<file path="src/rtl/tlc_chain_shifter.sv">
// tlc_chain_shifter
// Serializer that drives NUM_CHAINS daisy-chained LED-driver shift chains in
// parallel. After reset it shifts the control latch, then streams grayscale
// latches fetched one bit index at a time from the upstream frame source.
// The control latch is rewritten every CTRL_REFRESH grayscale latches, or on
// a CTRL_FORCE request, at the next decision point.
//
// Ports
//   CLK_10M      system clock
//   RESET        synchronous active-high reset
//   ENABLE       permits starting new grayscale frames
//   FRAME_VALID  upstream has a frame ready
//   FRAME_ACK    one-cycle pulse on the first LAT cycle of a grayscale latch
//   CTRL_FORCE   pulse: request a control rewrite (sticky until serviced)
//   RD_EN        grayscale bit read strobe
//   RD_ADDR      bit index requested
//   RD_DATA      one bit per chain, valid the cycle after RD_EN
//   SCLK, LAT    shared shift clock and latch strobe
//   SDO          per-chain serial data
//   BUSY         low only while idle in GS_WAIT
//   CTRL_PHASE   high while a control latch is shifting or latching
//
// state   | meaning
// C_SETUP | control bit, SCLK low, SDO = CTRL_WORD[idx]
// C_HIGH  | control bit, SCLK high
// G_FETCH | grayscale bit read request (RD_EN)
// G_SETUP | grayscale bit, SCLK low, RD_DATA captured into SDO
// G_HIGH  | grayscale bit, SCLK high
// LATCH   | LAT high for LAT_WIDTH cycles
// GAP     | one cycle with LAT low, then decision
// GS_WAIT | idle, decision evaluated every cycle
module tlc_chain_shifter #(
    parameter int                    LATCH_SIZE   = 769,
    parameter int                    NUM_CHAINS   = 48,
    parameter int                    SCLK_DIV     = 1,
    parameter int                    LAT_WIDTH    = 1,
    parameter int                    CTRL_REFRESH = 10,
    parameter logic [LATCH_SIZE-1:0] CTRL_WORD    = '0
) (
    input  logic                          CLK_10M,
    input  logic                          RESET,
    input  logic                          ENABLE,
    input  logic                          FRAME_VALID,
    output logic                          FRAME_ACK,
    input  logic                          CTRL_FORCE,
    output logic                          RD_EN,
    output logic [$clog2(LATCH_SIZE)-1:0] RD_ADDR,
    input  logic [NUM_CHAINS-1:0]         RD_DATA,
    output logic                          SCLK,
    output logic                          LAT,
    output logic [NUM_CHAINS-1:0]         SDO,
    output logic                          BUSY,
    output logic                          CTRL_PHASE
);

    localparam int AW   = $clog2(LATCH_SIZE);
    localparam int IW   = $clog2(LATCH_SIZE + 1);
    localparam int TMAX = (SCLK_DIV > LAT_WIDTH) ? SCLK_DIV : LAT_WIDTH;
    localparam int TW   = $clog2(TMAX + 1);
    localparam int RW   = (CTRL_REFRESH > 0) ? $clog2(CTRL_REFRESH + 1) : 1;

    localparam logic [IW-1:0] LAST_IDX = IW'(LATCH_SIZE - 1);
    localparam logic [TW-1:0] SDIV_M1  = TW'(SCLK_DIV - 1);
    localparam logic [TW-1:0] LAT_M1   = TW'(LAT_WIDTH - 1);
    localparam logic [RW-1:0] REF_MAX  = RW'(CTRL_REFRESH);

    typedef enum logic [2:0] {
        C_SETUP, C_HIGH, G_FETCH, G_SETUP, G_HIGH, LATCH, GAP, GS_WAIT
    } state_t;

    state_t          state, state_nxt;
    logic [IW-1:0]   idx, idx_nxt;
    logic [TW-1:0]   tmr, tmr_nxt;
    logic            force_q, force_nxt;
    logic [RW-1:0]   ref_cnt, ref_nxt;
    logic            mode_ctrl, mode_nxt;

    logic                  sclk_nxt, lat_nxt, rd_en_nxt, ack_nxt, busy_nxt, cph_nxt;
    logic [AW-1:0]         rd_addr_nxt;
    logic [NUM_CHAINS-1:0] sdo_nxt;
    logic                  decide, do_ctrl, lat_rise;

    // Outputs are registered from the next-state values so they line up with
    // the state they describe and all come out of reset clean.
    always_ff @(posedge CLK_10M) begin
        if (RESET) begin
            state      <= C_SETUP;
            idx        <= LAST_IDX;
            tmr        <= SDIV_M1;
            force_q    <= 1'b0;
            ref_cnt    <= '0;
            mode_ctrl  <= 1'b1;
            SCLK       <= 1'b0;
            LAT        <= 1'b0;
            SDO        <= '0;
            RD_EN      <= 1'b0;
            RD_ADDR    <= '0;
            FRAME_ACK  <= 1'b0;
            BUSY       <= 1'b1;
            CTRL_PHASE <= 1'b1;
        end else begin
            state      <= state_nxt;
            idx        <= idx_nxt;
            tmr        <= tmr_nxt;
            force_q    <= force_nxt;
            ref_cnt    <= ref_nxt;
            mode_ctrl  <= mode_nxt;
            SCLK       <= sclk_nxt;
            LAT        <= lat_nxt;
            SDO        <= sdo_nxt;
            RD_EN      <= rd_en_nxt;
            RD_ADDR    <= rd_addr_nxt;
            FRAME_ACK  <= ack_nxt;
            BUSY       <= busy_nxt;
            CTRL_PHASE <= cph_nxt;
        end
    end

    always_comb begin
        state_nxt = state;
        idx_nxt   = idx;
        tmr_nxt   = tmr;
        force_nxt = force_q | CTRL_FORCE;
        ref_nxt   = ref_cnt;
        mode_nxt  = mode_ctrl;
        decide    = 1'b0;
        do_ctrl   = force_q || ((CTRL_REFRESH != 0) && (ref_cnt == REF_MAX));

        case (state)
            C_SETUP, G_SETUP: begin
                if (tmr == '0) begin
                    state_nxt = (state == C_SETUP) ? C_HIGH : G_HIGH;
                    tmr_nxt   = SDIV_M1;
                end else begin
                    tmr_nxt = tmr - TW'(1);
                end
            end
            C_HIGH, G_HIGH: begin
                if (tmr != '0) begin
                    tmr_nxt = tmr - TW'(1);
                end else if (idx == '0) begin
                    state_nxt = LATCH;
                    tmr_nxt   = LAT_M1;
                end else begin
                    idx_nxt   = idx - IW'(1);
                    state_nxt = (state == C_HIGH) ? C_SETUP : G_FETCH;
                    tmr_nxt   = SDIV_M1;
                end
            end
            G_FETCH: begin
                state_nxt = G_SETUP;
                tmr_nxt   = SDIV_M1;
            end
            LATCH: begin
                if (tmr == '0) state_nxt = GAP;
                else           tmr_nxt = tmr - TW'(1);
            end
            GAP, GS_WAIT: decide = 1'b1;
            default: state_nxt = C_SETUP;
        endcase

        if (decide) begin
            if (do_ctrl) begin
                state_nxt = C_SETUP;
                idx_nxt   = LAST_IDX;
                tmr_nxt   = SDIV_M1;
                force_nxt = CTRL_FORCE;   // a request landing on the clear is kept
                ref_nxt   = '0;
                mode_nxt  = 1'b1;
            end else if (ENABLE && FRAME_VALID) begin
                state_nxt = G_FETCH;
                idx_nxt   = LAST_IDX;
                mode_nxt  = 1'b0;
            end else begin
                state_nxt = GS_WAIT;
            end
        end

        lat_rise = (state_nxt == LATCH) && (state != LATCH);
        if (lat_rise && !mode_ctrl && (ref_cnt != REF_MAX))
            ref_nxt = ref_cnt + RW'(1);

        sclk_nxt    = (state_nxt == C_HIGH) || (state_nxt == G_HIGH);
        lat_nxt     = (state_nxt == LATCH);
        rd_en_nxt   = (state_nxt == G_FETCH);
        rd_addr_nxt = (state_nxt == G_FETCH) ? idx_nxt[AW-1:0] : RD_ADDR;
        ack_nxt     = lat_rise && !mode_ctrl;
        busy_nxt    = (state_nxt != GS_WAIT);
        cph_nxt     = mode_nxt && ((state_nxt == C_SETUP) || (state_nxt == C_HIGH) ||
                                   (state_nxt == LATCH) || (state_nxt == GAP));

        // RD_DATA arrives during the first G_SETUP cycle; capture it there.
        if ((state_nxt == C_SETUP) || (state_nxt == C_HIGH))
            sdo_nxt = {NUM_CHAINS{CTRL_WORD[idx_nxt[AW-1:0]]}};
        else if ((state == G_SETUP) && (tmr == SDIV_M1))
            sdo_nxt = RD_DATA;
        else
            sdo_nxt = SDO;
    end

endmodule

</file>
<file path="config.mk">
export PLATFORM = sky130hd
export DESIGN_NAME = tlc_chain_shifter
export DESIGN_NICKNAME = d
export VERILOG_FILES = /design/src/rtl/tlc_chain_shifter.sv
export SDC_FILE = /design/constraint.sdc
export NUM_CORES = 1
export LEC_CHECK = 0
export CAP_MARGIN = 20
export CORE_MARGIN = 10
export CORE_UTILIZATION = 48
export DETAILED_ROUTE_END_ITERATION = 8
export PLACE_DENSITY = 0.85
export SETUP_SLACK_MARGIN = 0.5
export SLEW_MARGIN = 10
export SYNTH_ARGS = -nofsm -noshare
export SYNTH_HDL_FRONTEND = slang
export SYNTH_SLANG_ARGS = --single-unit
</file>
<file path="constraint.sdc">
create_clock -name CLK_10M -period 5.55 [get_ports CLK_10M]
set_clock_uncertainty 0.2 [all_clocks]
set_input_delay 0.8325 -clock CLK_10M [delete_from_list [all_inputs] [get_ports CLK_10M]]
set_output_delay 0.8325 -clock CLK_10M [all_outputs]
set_load 0.01 [all_outputs]
</file>
==> flow_summary.yaml, run 1 <==
synthesis:
  synth_cell_type_count: 45
  synthTopCellsByCount: "106 x nand2_1, 84 x dfxtp_1, 56 x a21oi_1"
  ys_seq_area_frac: 0.5112
  synthFlopType: "dfxtp_1"
  synth.most_common_cell: "nand2_1"
  synth_top_area_share: 0.5112
  synthCells: 390
  synthArstFlopShare: 0
  synthTopCellsByArea: "dfxtp_1 51%, nand2_1 12%, a21oi_1 8.5%"
  synth_area_sq_um: 3289
  synth_seq_cells: 84
  syn-num-nets: 446
  synth_edf_count: 0
  yosys_warnings: 0
  synth_area_leader_cell: "dfxtp_1"
  synth.avg_cell_area_sq_um: 8.434
clock_tree:
  postCtsHoldBufs: 0
  cts_tree: "built"
  cts_buffers: 9
  clkLatencyLatePin_ps: 350
  numClockSinks: 84
  cts_max_path_buffers: 2
  htreeDepth: 3
  clk_pin_slew_ps: 80
  cts-root-buf: "clkbuf_8"
  cts_resized: 0
  post_cts_buffers: 0
timing:
  rsz0062_at_grt: "false"
  fin_crit_sh: 0.6025
  max-slew-margin-rel: 0.3999
  max_freq_mhz: 299.1
  hold_viol: 0
  finalCriticalPeriod_ps: 3344
  slew_violations: 0
  setup_viol: 0
  final.setup.tns_ps: 0
  tightest_slew_ps: 877.5
  whs_ps: 255.1
worst_setup_path:
  worstSetupPathType: "flop to flop"
  worstSetupStartpointType: "flop"
  critPathMaxFanout: 9
  endpoint_kind: "flop"
  crit_required_ps: 5610
  worstPathArrival_ps: 3400
  reg2reg_depth: 8
detailed_routing:
  via_count: 3011
  drt-initial-drc-count: 129
  vias_per_cell: 5.147
  drt_pass1_iterations: 4
  ant_nets: 0
  finalWirelength_um: 9157
  drc: 0
  post_drt_wl_per_cell_um: 15.65
global_routing:
  grt_pass1_vias: 2947
  busiest_layer: "met2"
  met3_usage: 0.05496
  grt-ovfl-total: 0
  antenna_found_initial: 0
  grt_use_met2: 0.2861
  grt_pass1_wl_um: 14530
  grt_max_degree: 49
  met1_usage: 0.1952
  track_usage: 0.1722
placed_design:
  hpwlAfterDp_um: 6645
  gp_congestion: 0.8072
  io_buffer_count: 116
finish:
  area_growth_pct: 45.53
  final_nets: 556
  drive_above_1_share: 0.05545
  diodes: 0
power:
  p_per_area_nw_per_um2: 266.2
  seqPwrFrac: 0.490
  p_clk_frac: 0.423
  p_int_uw: 1000
  p_leak_uw: 0.001608
  ir_drop_mv: 0.1493
  power_switching_uw: 274.2
  swShare: 0.2152
  p_comb_frac: 0.087
floorplanning:
  die_h_um: 102.8
  ios: 117
  start_util: 0.4896
  die-area_sq_um: 10560
  core-area_sq_um: 6719
  rows: 30
  die_x_um: 102.8
hold_path:
  whs_path_depth: 2
  hold_path_class: "flop to flop"
run_status:
  status: "complete, no violations"
run:
  maxCapViolCount: 0
==> cells in the final DEF (no fill, tap or decap), types with 4 or more instances in the layout <==
| cell | count |
|---|---|
| o2bb2ai_1 | 7 |
| a21oi_1 | 55 |
| nand2b_1 | 9 |
| dfxtp_1 | 84 |
| clkbuf_8 | 11 |
| nor3_1 | 5 |
| xnor2_1 | 4 |
| nand2_1 | 106 |
| o21ai_0 | 4 |
| nor2b_1 | 5 |
| clkdlybuf4s50_1 | 116 |
| and2_1 | 4 |
| nor2_1 | 18 |
| inv_1 | 6 |
| nand3_1 | 5 |
==> final cells by class <==
class	count	area, sq um
multi-input cells	278	1518
well taps	80	100.1
inverters	6	22.52
repair buffers	121	1215
clock inverters	4	95.09
flip-flops and latches	84	1682
fillers	529	1932
clock buffers	12	155.1
==> cell families (layout without fill, tap and decap cells) <==
kind of cell,count (synthesis),count (layout),share of synthesized area
and+or+nand+nor,177,177,0.2533
DFF,84,84,0.5112
buffers and inverters,28,143,0.03233
xor gates and xnor gates,7,7,0.01864
AOI/OAI and AO/OA,88,88,0.1639
adders and majority gates,3,3,0.01141
muxes,3,3,0.009129
==> metrics by stage <==
step           instance area [sq um]  power [uW]  setup WS [ps]    util  std cells
3_5_place_dp                    4533       747.6           2018  0.6747        568
2_1_floorplan                   3289       694.8           2763       -        390
5_1_grt                         4787        1325           2011  0.7125        585
3_3_place_gp                    4506       743.7           2058  0.6706        567
4_1_cts                         4783        1282           2221  0.7119        584
6_report                        4787        1274           2206  0.7125        585
==> registers in the layout, indices dropped and copies added (netlist names) <==
signal	count
SCLK	1
idx	10
FRAME_ACK	1
force_q	1
LAT	1
CTRL_PHASE	1
RD_EN	1
BUSY	1
mode_ctrl	1
ref_cnt	4
SDO	48
RD_ADDR	10
state	3
tmr	1
==> critical path, stage by stage, from the launching register on <==
cell	delay, ps
dfxtp_1	330
inv_1	90
ha_1	210
nor3b_1	530
nor4b_4	530
o32a_1	400
or4b_4	540
or3_1	330
o31ai_1	80
==> path summary, 6_finish.rpt <==
check	start	slack [ps]	endpoint
hold / removal	SDO[21]	260	SDO[21]
setup / recovery	idx[0]	2210	ref_cnt[0]
hold reg to reg	SDO[21]	260	SDO[21]
setup reg to reg	idx[0]	2210	ref_cnt[0]
==> power by group through the flow <==
stage / clock network, uW / registers (uW) / logic [uW]
after floorplan: 0 / 636 / 58.6
after global placement: 0 / 638 / 106
after detailed placement: 0 / 638 / 109
after CTS: 546 / 624 / 111
after global routing: 576 / 626 / 122
final: 539 / 625 / 111
==> metal layers <==
metal | wire length, um | part of all wire | vias to the layer above
li1 | - | - | 1542
met1 | 3721 | 0.41 | 1379
met2 | 4556 | 0.50 | 74
met3 | 614 | 0.067 | 16
met4 | 264 | 0.029 | 0
met5 | 0 | 0 | -
No activity file was read; power rests on OpenSTA's default activity.
==> run 2, diff against run 1 <==
--- a/config.mk
+++ b/config.mk
@@ -7,9 +7,9 @@
 export LEC_CHECK = 0
 export CAP_MARGIN = 20
 export CORE_MARGIN = 10
-export CORE_UTILIZATION = 48
+export CORE_UTILIZATION = 45
 export DETAILED_ROUTE_END_ITERATION = 8
-export PLACE_DENSITY = 0.85
+export PLACE_DENSITY = 0.8
 export SETUP_SLACK_MARGIN = 0.5
 export SLEW_MARGIN = 10
 export SYNTH_ARGS = -nofsm -noshare
==> constraint.sdc (replaced) <==
create_clock -name CLK_10M -period 3.48 [get_ports CLK_10M]
set_clock_uncertainty 0.2 [all_clocks]
set_input_delay 0.522 -clock CLK_10M [delete_from_list [all_inputs] [get_ports CLK_10M]]
set_output_delay 0.522 -clock CLK_10M [all_outputs]
set_load 0.01 [all_outputs]
==> run 2 against run 1 <==
  * Clock power increased by 19%
  * Register-to-register slack got worse by 1600 ps
  * Clock-buffer cell count is 2 lower
  * Critical path depth decreased by 2
  * Core utilization fell by 4.5 points
  * Maximum frequency rose by 15%
  * Critical endpoint unchanged
  * Via count is 2.3% higher
  * First-iteration DRC count grew 31%
  * Wire length is 0.21% lower
==> flow_summary.yaml, run 2 (synthesized netlist as in run 1, its figures left out) <==
run:
  maxCapViolCount: 0
power:
  ir_drop_mv: 0.2266
  p_clk_frac: 0.353
  finalPower_uw: 1825
  swShare: 0.2510
  p_leak_uw: 0.001589
  power_switching_uw: 458.0
  p_per_area_nw_per_um2: 381.1
  p_int_uw: 1367
  seqPwrFrac: 0.546
  p_comb_frac: 0.101
timing:
  rsz0062_at_grt: "false"
  fin_crit_sh: 0.8324
  hold_viol: 0
  tightest_slew_ps: 753.1
  setup_viol: 0
  max-slew-margin-rel: 0.4849
  max_freq_mhz: 345.2
  final.setup.tns_ps: 0
  slew_violations: 0
  finalCriticalPeriod_ps: 2897
clock_tree:
  cts-root-buf: "clkbuf_8"
  clk_pin_slew_ps: 90
  cts_tree: "built"
  cts_max_path_buffers: 2
  cts_buffers: 9
  clkLatencyLatePin_ps: 360
  htreeDepth: 3
  numClockSinks: 84
detailed_routing:
  drc: 0
  post_drt_wl_per_cell_um: 15.05
  finalWirelength_um: 9138
  ant_nets: 0
  drt_pass1_iterations: 4
  via_count: 3079
  vias_per_cell: 5.072
  wl_met3_um: 774
  wl_met2_um: 4477
  wl_met1_um: 3730
  top_layer: "met4"
  drt-initial-drc-count: 169
floorplanning:
  die_h_um: 105.5
  die_x_um: 105.5
  ios: 117
  core-area_sq_um: 7176
  start_util: 0.4584
  die-area_sq_um: 11130
  rows: 31
finish:
  final-instance-count-excl-fill: 607
  final_nets: 559
  area_growth_pct: 45.57
  multi_input_area_sq_um: 1528
  drive_above_1_share: 0.06890
  top_register: "SDO"
  fin_area_sq_um: 4788
  fillers: 619
  reg_top3: "SDO x48, RD_ADDR x10, idx x10"
  final_common_cell: "clkdlybuf4s50_1"
  diodes: 0
  layout_common_cells: "116 x clkdlybuf4s50_1, 106 x nand2_1, 84 x dfxtp_1, 55 x a21oi_1, 18 x nor2_1"
  largest_reg_flops: 48
  register_area_sq_um: 1682
placed_design:
  io_buffer_count: 116
  place_inst: 589
  gp_congestion: 0.8446
  hpwlAfterDp_um: 6724
  post_dp_cell_area_sq_um: 4577
worst_setup_path:
  worstSetupStartpointType: "flop"
  reg2reg_slack_ps: 580
  r2r_end: "ref_cnt[0]"
  cp-startpoint: "idx[4]"
  worstSetupPathType: "flop to flop"
  crit_required_ps: 3560
  r2r-start: "idx[4]"
  critPathMaxFanout: 6
  worstPathArrival_ps: 2970
  endpoint_kind: "flop"
  crit_end: "ref_cnt[0]"
  reg2reg_depth: 6
run_status:
  status: "complete, no violations"
global_routing:
  grt_pass1_wl_um: 14860
  antenna_found_initial: 0
  track_usage: 0.1615
  grt-ovfl-total: 0
  grt_pass1_vias: 2973
  grt_max_degree: 49
hold_path:
  hold_path_class: "flop to flop"
run 2: cell type report:
| type | count | area share |
|---|---|---|
| Timing Repair Buffer | 124 | 0.2603 |
| Clock buffer | 10 | 0.02874 |
| Multi-Input combinational cell | 278 | 0.3191 |
| Sequential cell | 84 | 0.3512 |
| Inverter | 6 | 0.004703 |
| Clock inverter | 6 | 0.01019 |
| Tap cell | 99 | 0.02587 |
run 2: power groups by stage:
stage,Sequential (uW),Clock [uW],Combinational [uW]
finish,997,644,184
global route,999,709,201
floorplan,1010,0,93.4
detailed placement,1020,0,180
CTS,995,666,182
global placement,1020,0,177
run 2: layer usage:
| layer | vias up | global-route usage |
|---|---|---|
| li1 | 1546 | - |
| met1 | 1429 | 0.1795 |
| met2 | 92 | 0.2702 |
| met3 | 12 | 0.06516 |
| met4 | 0 | 0.06480 |
| met5 | - | 0 |
run 2: worst min-delay path by stage:
stage,endpoint,from,slack (ps),depth (start not counted)
4_1_cts,SDO[19],SDO[19],260,2
2_1_floorplan,mode_ctrl,mode_ctrl,260,1
3_3_place_gp,SDO[44],SDO[44],240,2
3_5_place_dp,SDO[41],SDO[41],250,2
6_report,SDO[21],SDO[21],250,2
5_1_grt,SDO[43],SDO[43],270,2
run 2: critical path, cell delays in order (launching register included):
cell and delay (ps):
dfxtp_1 350, or4_4 580, nor4b_4 390, o32a_1 370, or4b_4 550, or3_1 320, o31ai_1 60
run 2: through the flow:
stage                     setup WS [ps]  utilization  hold slack (ps)
after floorplan                   692.5            -            258.8
after global placement            472.9       0.6378            240.6
after detailed placement          373.5       0.6378            245.7
after CTS                         529.7       0.6666            258.7
after global routing              452.6       0.6673            271.6
final                             583.3       0.6673            254.9
run 2: repair_timing:
item	in CTS	in global routing
hold buffers	0	0
endpoints found under the setup margin	8	44
buffers inserted	2	0
resized for setup	1	1
pin swaps	1	2
